### config.mk
export PLATFORM = sky130hd
export DESIGN_NAME = mode4_tree_feeder_flat
export DESIGN_NICKNAME = d
export VERILOG_FILES = /design/src/rtl/mode4_tree_feeder_if.sv /design/src/rtl/mode4_tree_feeder.sv /design/src/flat_wrapper.sv
export SDC_FILE = /design/constraint.sdc
export NUM_CORES = 1
export LEC_CHECK = 0
export ABC_AREA = 1
export CAP_MARGIN = 10
export CORE_MARGIN = 4
export CORE_UTILIZATION = 25
export CTS_BUF_LIST = sky130_fd_sc_hd__clkbuf_8
export CTS_CLUSTER_DIAMETER = 60
export CTS_CLUSTER_SIZE = 40
export DETAILED_ROUTE_END_ITERATION = 16
export DONT_BUFFER_PORTS = 1
export HOLD_SLACK_MARGIN = 0.08
export SLEW_MARGIN = 10
export SYNTH_ARGS = -nofsm -noshare
export SYNTH_HDL_FRONTEND = slang
export SYNTH_SLANG_ARGS = --single-unit
### constraint.sdc
create_clock -name clk -period 1.6 [get_ports clk]
set_input_delay 0.32 -clock clk [delete_from_list [all_inputs] [get_ports clk]]
set_output_delay 0.32 -clock clk [all_outputs]
set_load 0.1 [all_outputs]
### src/rtl/mode4_tree_feeder_if.sv
// Bus between the mode-4 tree feeder, its buffer RAM and the 4-input adder tree.
// The master modport is the feeder's view; the slave modport is the
// environment's view (buffer RAM, adder tree, requester).
// Optional macro MODE4_FEEDER_HOLD_EN adds the feed_hold stall input.
interface mode4_tree_feeder_if #(
   parameter int DATA_WIDTH = 16,
   parameter int ADDR_WIDTH = 4
);
   logic                    start;
   logic                    rd_en;
   logic [ADDR_WIDTH-1:0]   rd_addr;
   logic [4*DATA_WIDTH-1:0] rd_data;
   logic [DATA_WIDTH-1:0]   inp0;
   logic [DATA_WIDTH-1:0]   inp1;
   logic [DATA_WIDTH-1:0]   inp2;
   logic [DATA_WIDTH-1:0]   inp3;
   logic                    mode4_stage2_run;
   logic                    mode4_stage1_run;
   logic                    mode4_stage0_run;
   logic                    tree_reset;
   logic [DATA_WIDTH-1:0]   tree_outp;
   logic [DATA_WIDTH-1:0]   result_data;
   logic                    done;
   logic                    busy;
`ifdef MODE4_FEEDER_HOLD_EN
   logic                    feed_hold;

   modport master (
      input  start, rd_data, tree_outp, feed_hold,
      output rd_en, rd_addr, inp0, inp1, inp2, inp3,
             mode4_stage2_run, mode4_stage1_run, mode4_stage0_run,
             tree_reset, result_data, done, busy
   );

   modport slave (
      output start, rd_data, tree_outp, feed_hold,
      input  rd_en, rd_addr, inp0, inp1, inp2, inp3,
             mode4_stage2_run, mode4_stage1_run, mode4_stage0_run,
             tree_reset, result_data, done, busy
   );
`else
   modport master (
      input  start, rd_data, tree_outp,
      output rd_en, rd_addr, inp0, inp1, inp2, inp3,
             mode4_stage2_run, mode4_stage1_run, mode4_stage0_run,
             tree_reset, result_data, done, busy
   );

   modport slave (
      output start, rd_data, tree_outp,
      input  rd_en, rd_addr, inp0, inp1, inp2, inp3,
             mode4_stage2_run, mode4_stage1_run, mode4_stage0_run,
             tree_reset, result_data, done, busy
   );
`endif
endinterface

### src/rtl/mode4_tree_feeder.sv
// Initiator/sequencer for the 4-input mode-4 adder tree.
// Clears the tree, streams VECTOR_DEPTH/4 buffer words into the four tree
// lanes, walks the stage2/stage1/stage0 run enables down a 3-deep shift
// register in step with the data, then captures the reduced sum.
// Optional macro MODE4_FEEDER_HOLD_EN: feed_hold stalls word issue in READ.
module mode4_tree_feeder #(
   parameter int DATA_WIDTH   = 16,
   parameter int VECTOR_DEPTH = 64,
   parameter int ADDR_WIDTH   = 4
) (
   input  logic               clk,
   input  logic               reset,
   mode4_tree_feeder_if.master bus
);
   localparam int BEATS = VECTOR_DEPTH / 4;
   localparam logic [ADDR_WIDTH-1:0] LAST_ADDR = ADDR_WIDTH'(BEATS - 1);

   typedef enum logic [2:0] {
      IDLE  = 3'd0,
      CLEAR = 3'd1,
      READ  = 3'd2,
      DRAIN = 3'd3,
      DONE  = 3'd4
   } state_t;

   state_t                  state_r;
   logic                    rd_en_r;
   logic [ADDR_WIDTH-1:0]   rd_addr_r;
   // run_r[0]=stage2, run_r[1]=stage1, run_r[2]=stage0
   logic [2:0]              run_r;
   logic                    tree_reset_r;
   logic                    done_r;
   logic                    busy_r;
   logic [DATA_WIDTH-1:0]   result_r;

   // Sequencer FSM, run-enable pipeline and all registered outputs.
   always_ff @(posedge clk) begin
      if (!reset) begin
         state_r      <= IDLE;
         rd_en_r      <= 1'b0;
         rd_addr_r    <= '0;
         run_r        <= 3'b000;
         tree_reset_r <= 1'b1;
         done_r       <= 1'b0;
         busy_r       <= 1'b0;
         result_r     <= '0;
      end else begin
         // every issued read becomes a stage2 run one cycle later, when its data lands
         run_r <= {run_r[1:0], rd_en_r};
         case (state_r)
            IDLE: begin
               rd_en_r <= 1'b0;
               done_r  <= 1'b0;
               if (bus.start) begin
                  tree_reset_r <= 1'b1;
                  busy_r       <= 1'b1;
                  state_r      <= CLEAR;
               end else begin
                  tree_reset_r <= 1'b0;
                  busy_r       <= 1'b0;
               end
            end
            CLEAR: begin
               tree_reset_r <= 1'b0;
               rd_en_r      <= 1'b1;
               rd_addr_r    <= '0;
               state_r      <= READ;
            end
            READ: begin
               // rd_addr always holds the most recently issued word address
               if (rd_en_r && (rd_addr_r == LAST_ADDR)) begin
                  rd_en_r   <= 1'b0;
                  rd_addr_r <= '0;
                  state_r   <= DRAIN;
`ifdef MODE4_FEEDER_HOLD_EN
               end else if (bus.feed_hold) begin
                  rd_en_r <= 1'b0;
`endif
               end else begin
                  rd_en_r   <= 1'b1;
                  rd_addr_r <= rd_addr_r + ADDR_WIDTH'(1);
               end
            end
            DRAIN: begin
               // once the pipe is empty, tree_outp already includes the last stage0 update
               if (run_r == 3'b000) begin
                  result_r <= bus.tree_outp;
                  done_r   <= 1'b1;
                  state_r  <= DONE;
               end else begin
                  state_r <= DRAIN;
               end
            end
            DONE: begin
               done_r  <= 1'b0;
               busy_r  <= 1'b0;
               state_r <= IDLE;
            end
            default: begin
               state_r      <= IDLE;
               rd_en_r      <= 1'b0;
               rd_addr_r    <= '0;
               tree_reset_r <= 1'b1;
               done_r       <= 1'b0;
               busy_r       <= 1'b0;
            end
         endcase
      end
   end

   // tree lanes are straight slices of the buffer word
   assign bus.inp0 = bus.rd_data[0*DATA_WIDTH +: DATA_WIDTH];
   assign bus.inp1 = bus.rd_data[1*DATA_WIDTH +: DATA_WIDTH];
   assign bus.inp2 = bus.rd_data[2*DATA_WIDTH +: DATA_WIDTH];
   assign bus.inp3 = bus.rd_data[3*DATA_WIDTH +: DATA_WIDTH];

   assign bus.rd_en            = rd_en_r;
   assign bus.rd_addr          = rd_addr_r;
   assign bus.mode4_stage2_run = run_r[0];
   assign bus.mode4_stage1_run = run_r[1];
   assign bus.mode4_stage0_run = run_r[2];
   assign bus.tree_reset       = tree_reset_r;
   assign bus.result_data      = result_r;
   assign bus.done             = done_r;
   assign bus.busy             = busy_r;
endmodule

### src/flat_wrapper.sv
// flat-port wrapper written by rule: the top's interface ports become plain ports
module mode4_tree_feeder_flat 
#(
   parameter int DATA_WIDTH   = 16,
   parameter int VECTOR_DEPTH = 64,
   parameter int ADDR_WIDTH   = 4
)
  (clk, reset, bus_start, bus_rd_data, bus_tree_outp, bus_rd_en, bus_rd_addr, bus_inp0, bus_inp1, bus_inp2, bus_inp3, bus_mode4_stage2_run, bus_mode4_stage1_run, bus_mode4_stage0_run, bus_tree_reset, bus_result_data, bus_done, bus_busy);
  mode4_tree_feeder_if #(.DATA_WIDTH(DATA_WIDTH), .ADDR_WIDTH(ADDR_WIDTH)) bus_i ();
  input  logic clk;
  input  logic reset;
  input wire logic [$bits(bus_i.start)-1:0] bus_start;
  input wire logic [$bits(bus_i.rd_data)-1:0] bus_rd_data;
  input wire logic [$bits(bus_i.tree_outp)-1:0] bus_tree_outp;
  output wire logic [$bits(bus_i.rd_en)-1:0] bus_rd_en;
  output wire logic [$bits(bus_i.rd_addr)-1:0] bus_rd_addr;
  output wire logic [$bits(bus_i.inp0)-1:0] bus_inp0;
  output wire logic [$bits(bus_i.inp1)-1:0] bus_inp1;
  output wire logic [$bits(bus_i.inp2)-1:0] bus_inp2;
  output wire logic [$bits(bus_i.inp3)-1:0] bus_inp3;
  output wire logic [$bits(bus_i.mode4_stage2_run)-1:0] bus_mode4_stage2_run;
  output wire logic [$bits(bus_i.mode4_stage1_run)-1:0] bus_mode4_stage1_run;
  output wire logic [$bits(bus_i.mode4_stage0_run)-1:0] bus_mode4_stage0_run;
  output wire logic [$bits(bus_i.tree_reset)-1:0] bus_tree_reset;
  output wire logic [$bits(bus_i.result_data)-1:0] bus_result_data;
  output wire logic [$bits(bus_i.done)-1:0] bus_done;
  output wire logic [$bits(bus_i.busy)-1:0] bus_busy;
  assign bus_i.start = bus_start;
  assign bus_i.rd_data = bus_rd_data;
  assign bus_i.tree_outp = bus_tree_outp;
  assign bus_rd_en = bus_i.rd_en;
  assign bus_rd_addr = bus_i.rd_addr;
  assign bus_inp0 = bus_i.inp0;
  assign bus_inp1 = bus_i.inp1;
  assign bus_inp2 = bus_i.inp2;
  assign bus_inp3 = bus_i.inp3;
  assign bus_mode4_stage2_run = bus_i.mode4_stage2_run;
  assign bus_mode4_stage1_run = bus_i.mode4_stage1_run;
  assign bus_mode4_stage0_run = bus_i.mode4_stage0_run;
  assign bus_tree_reset = bus_i.tree_reset;
  assign bus_result_data = bus_i.result_data;
  assign bus_done = bus_i.done;
  assign bus_busy = bus_i.busy;
  mode4_tree_feeder #(.DATA_WIDTH(DATA_WIDTH), .VECTOR_DEPTH(VECTOR_DEPTH), .ADDR_WIDTH(ADDR_WIDTH)) u_core (.clk(clk), .reset(reset), .bus(bus_i));
endmodule
==> results.md <==
- CP Max Fanout: 18
- Worst hold margin: approximately 0.13 ns
- Setup Slack @ Placement: around 0.23 ns
- Hold depth: 1
- Vias in the first global route: 1213
- Clock latency on the worst-skew pair: 0.28 ns
- Crit path DAT: between 1.5 and 2 ns
- FF+latch area: 606.8 um2
- Vias per cell: 4.325
- Max Clock Skew: about 0.0048 ns
- Initial core utilization: 0.2639
- Max-Cap Viols: 0
- Worst path bufs/invs: 1
- Diodes inserted: 0
- Die ar.: 8246 um2
- Syn Area/Cell: 7.453 um2
- Pwr dens: roughly 1300 nW/um2
- Slew Limit Fails: 0
- Final antenna-violating net count: 0
- Count leader, synth: buf_4
- Endpoints failing setup: 0
- Fill cells: 688
- CP Depth: 6
- First-pass detailed-route iteration total: 4
- Synth area leaders: dfxtp_1 35%, buf_4 28%, nor2_1 9.6%
- Worst Tran Pin Value: 0.3000 ns
- WL final: 3809 um
- VDD IR max: around 0.52 mV
- Sequential element share of the synthesized area: 0.3504
- CTS clk-pin slew, worst paths: 0.06 ns
- Worst EP required: 1.77 ns
- Die X: 90.81 um
- Top delay family on crit path: simple AND/OR/NAND/NOR gates
- Remaining Overflow, GRT: 0
- Mapped Area: 1714 um2
- CTS H-Tree Depth: 2
- Antenna violations before repair: 0
- CP endpoint kind: register
- Commonest cells in the netlist: 64 x buf_4, 44 x nor2_1, 30 x dfxtp_1, 30 x nand2_1, 19 x o21ai_0
- Post-DP HPWL: 3005 um
- Count of cell types in the netlist: 21
- Critical setup path kind: reg -> reg
- FFs w/ async S/R, synth: 0
- Root Buffer: clkbuf_8
- Post-route DRC: 0
- Status: finished, final reports clean
- YS warnings: 0
- Die span in y: 90.81 um
- Pleak: slightly below 0.8 nW
- HP Class: in -> reg
- TritonCTS Buffers: 5
- Largest net degree at the start of global routing: 25
- Worst setup SP type: register
- Max transition margin: 0.8000
- Max incr delay on CP: slightly above 0.3 ns
- 1st-iter DRT viols: 39
- Worst R2R Path Depth: 6
- Share of cells above drive strength 1: 0.2284
- Final hold violation count: 0
- Most common cell type on the critical path: nor2_1
- TNS Setup: 0 ns
- Leading area contributor after synthesis: dfxtp_1
- Via Count: about 1200
- CTS resizes: 0
- I/O Buffers: 0
- Critical-path top delay cell: dfxtp_2
- Buffer count from post-CTS setup fixing: 0
- Dominant synthesized flop cell: dfxtp_1
- Post-synth top area share: 0.3504
- Core area: 6495 um2
- # hold bufs at CTS: 0
- P&R area growth vs syn: -7.372%
- Final Cycle Share: 0.8360
- Layout net count: ~280
- Global-route wire length before repair: between 6000 and 7000 um
- Clock Tree Buf Depth: 2
- Fmax: 747.6 MHz
- Clk sinks: 30
- Mapped Cells: between 200 and 250
- Rows: 29
- EDFF count, synth: 0
- Area of the multi-input gates: 529.3 um2
- Gp weighted congestion: 0.7915
- Final min period: 1.338 ns
- Tot GR Track Use: 0.09549
- # IOs: 174
- RSZ-0062 raised after global routing: no
- Synth Net Count: 314
- TritonCTS clock tree: done
- Final Util: 0.2445
- Setup ws final: 0.2625 ns
- Post-synthesis register bit count: 30
- Crit path cell chain: nor2_1 > nand2_1 > nor2_8 > inv_6 > nor2_1 > nor2_1
- Reg2reg setup slack: 0.26 ns
- DR WL/cell: 13.90 um
==> worst paths after layout <==
check | from | end
setup / recovery | u_core.run_r[1]$_SDFF_PN0_ | u_core.bus.result_data[15]$_SDFFE_PN0P_
hold / removal | reset | u_core.bus.tree_reset$_SDFFE_PN1N_
hold reg to reg | u_core.bus.rd_en$_SDFFE_PN0N_ | u_core.run_r[0]$_SDFF_PN0_
setup reg to reg | u_core.run_r[1]$_SDFF_PN0_ | u_core.bus.result_data[15]$_SDFFE_PN0P_
==> sequential cells by signal, summed over array words and instances, names as in the netlist <==
signal,flops
u_core.bus.busy,1
u_core.bus.done,1
u_core.bus.rd_addr,4
u_core.bus.rd_en,1
u_core.bus.result_data,16
u_core.bus.tree_reset,1
u_core.run_r,3
u_core.state_r,3
==> power by group <==
part / internal (W) / switching, W
Sequential: 0.000817 / 0.0000502
Clock: 0.000285 / 0.000252
Combinational: 0.000149 / 0.000583
==> worst register-to-register path, stage by stage, from the launching register on <==
cell     delay (ns)
dfxtp_2        0.31
nor2_1         0.17
nand2_1        0.19
nor2_8         0.26
inv_6          0.12
nor2_1         0.13
nor2_1         0.05
==> layout make-up <==
cell class,instances,share of cell area
well taps,77,0.06068
repair buffers,28,0.1324
inverters,17,0.04334
multi-input cells,115,0.3333
flip-flops and latches,30,0.3822
clock buffers,5,0.04334
clock inverters,2,0.004728
==> layer usage <==
metal  share of wire  global-route usage
met1            0.31             0.07887
met2            0.50              0.1699
met3            0.14             0.05750
met4           0.043             0.06156
met5               0                   0
==> stage by stage <==
stage               std cells  total power, W  area, um2
floorplan                 230        0.002238       1720
global placement          267        0.001615       1511
detailed placement        267        0.001622       1511
CTS                       274        0.002178       1588
global route              274        0.002263       1588
finish                    274        0.002136       1588
==> placed cells by master (no fill, tap or decap), types with 2 or more instances in the layout <==
| master | count |
|---|---|
| nor2_2 | 2 |
| nor2_1 | 44 |
| buf_4 | 28 |
| dfxtp_1 | 25 |
| clkbuf_8 | 5 |
| nand3_1 | 8 |
| nand2_1 | 30 |
| a21oi_1 | 5 |
| o21ai_0 | 19 |
| dfxtp_2 | 5 |
| inv_1 | 17 |
| nand4_1 | 2 |
==> cell families (layout without fill, tap and decap cells) <==
group | after synthesis | count (layout) | synth area share
adders and majority gates | 1 | 1 | 0.007298
buffers and inverters | 85 | 52 | 0.3409
AOI/OAI and AO/OA | 25 | 25 | 0.07518
DFF | 30 | 30 | 0.3504
and+or+nand+nor | 89 | 89 | 0.2263
(Power assumes the default switching activity.)
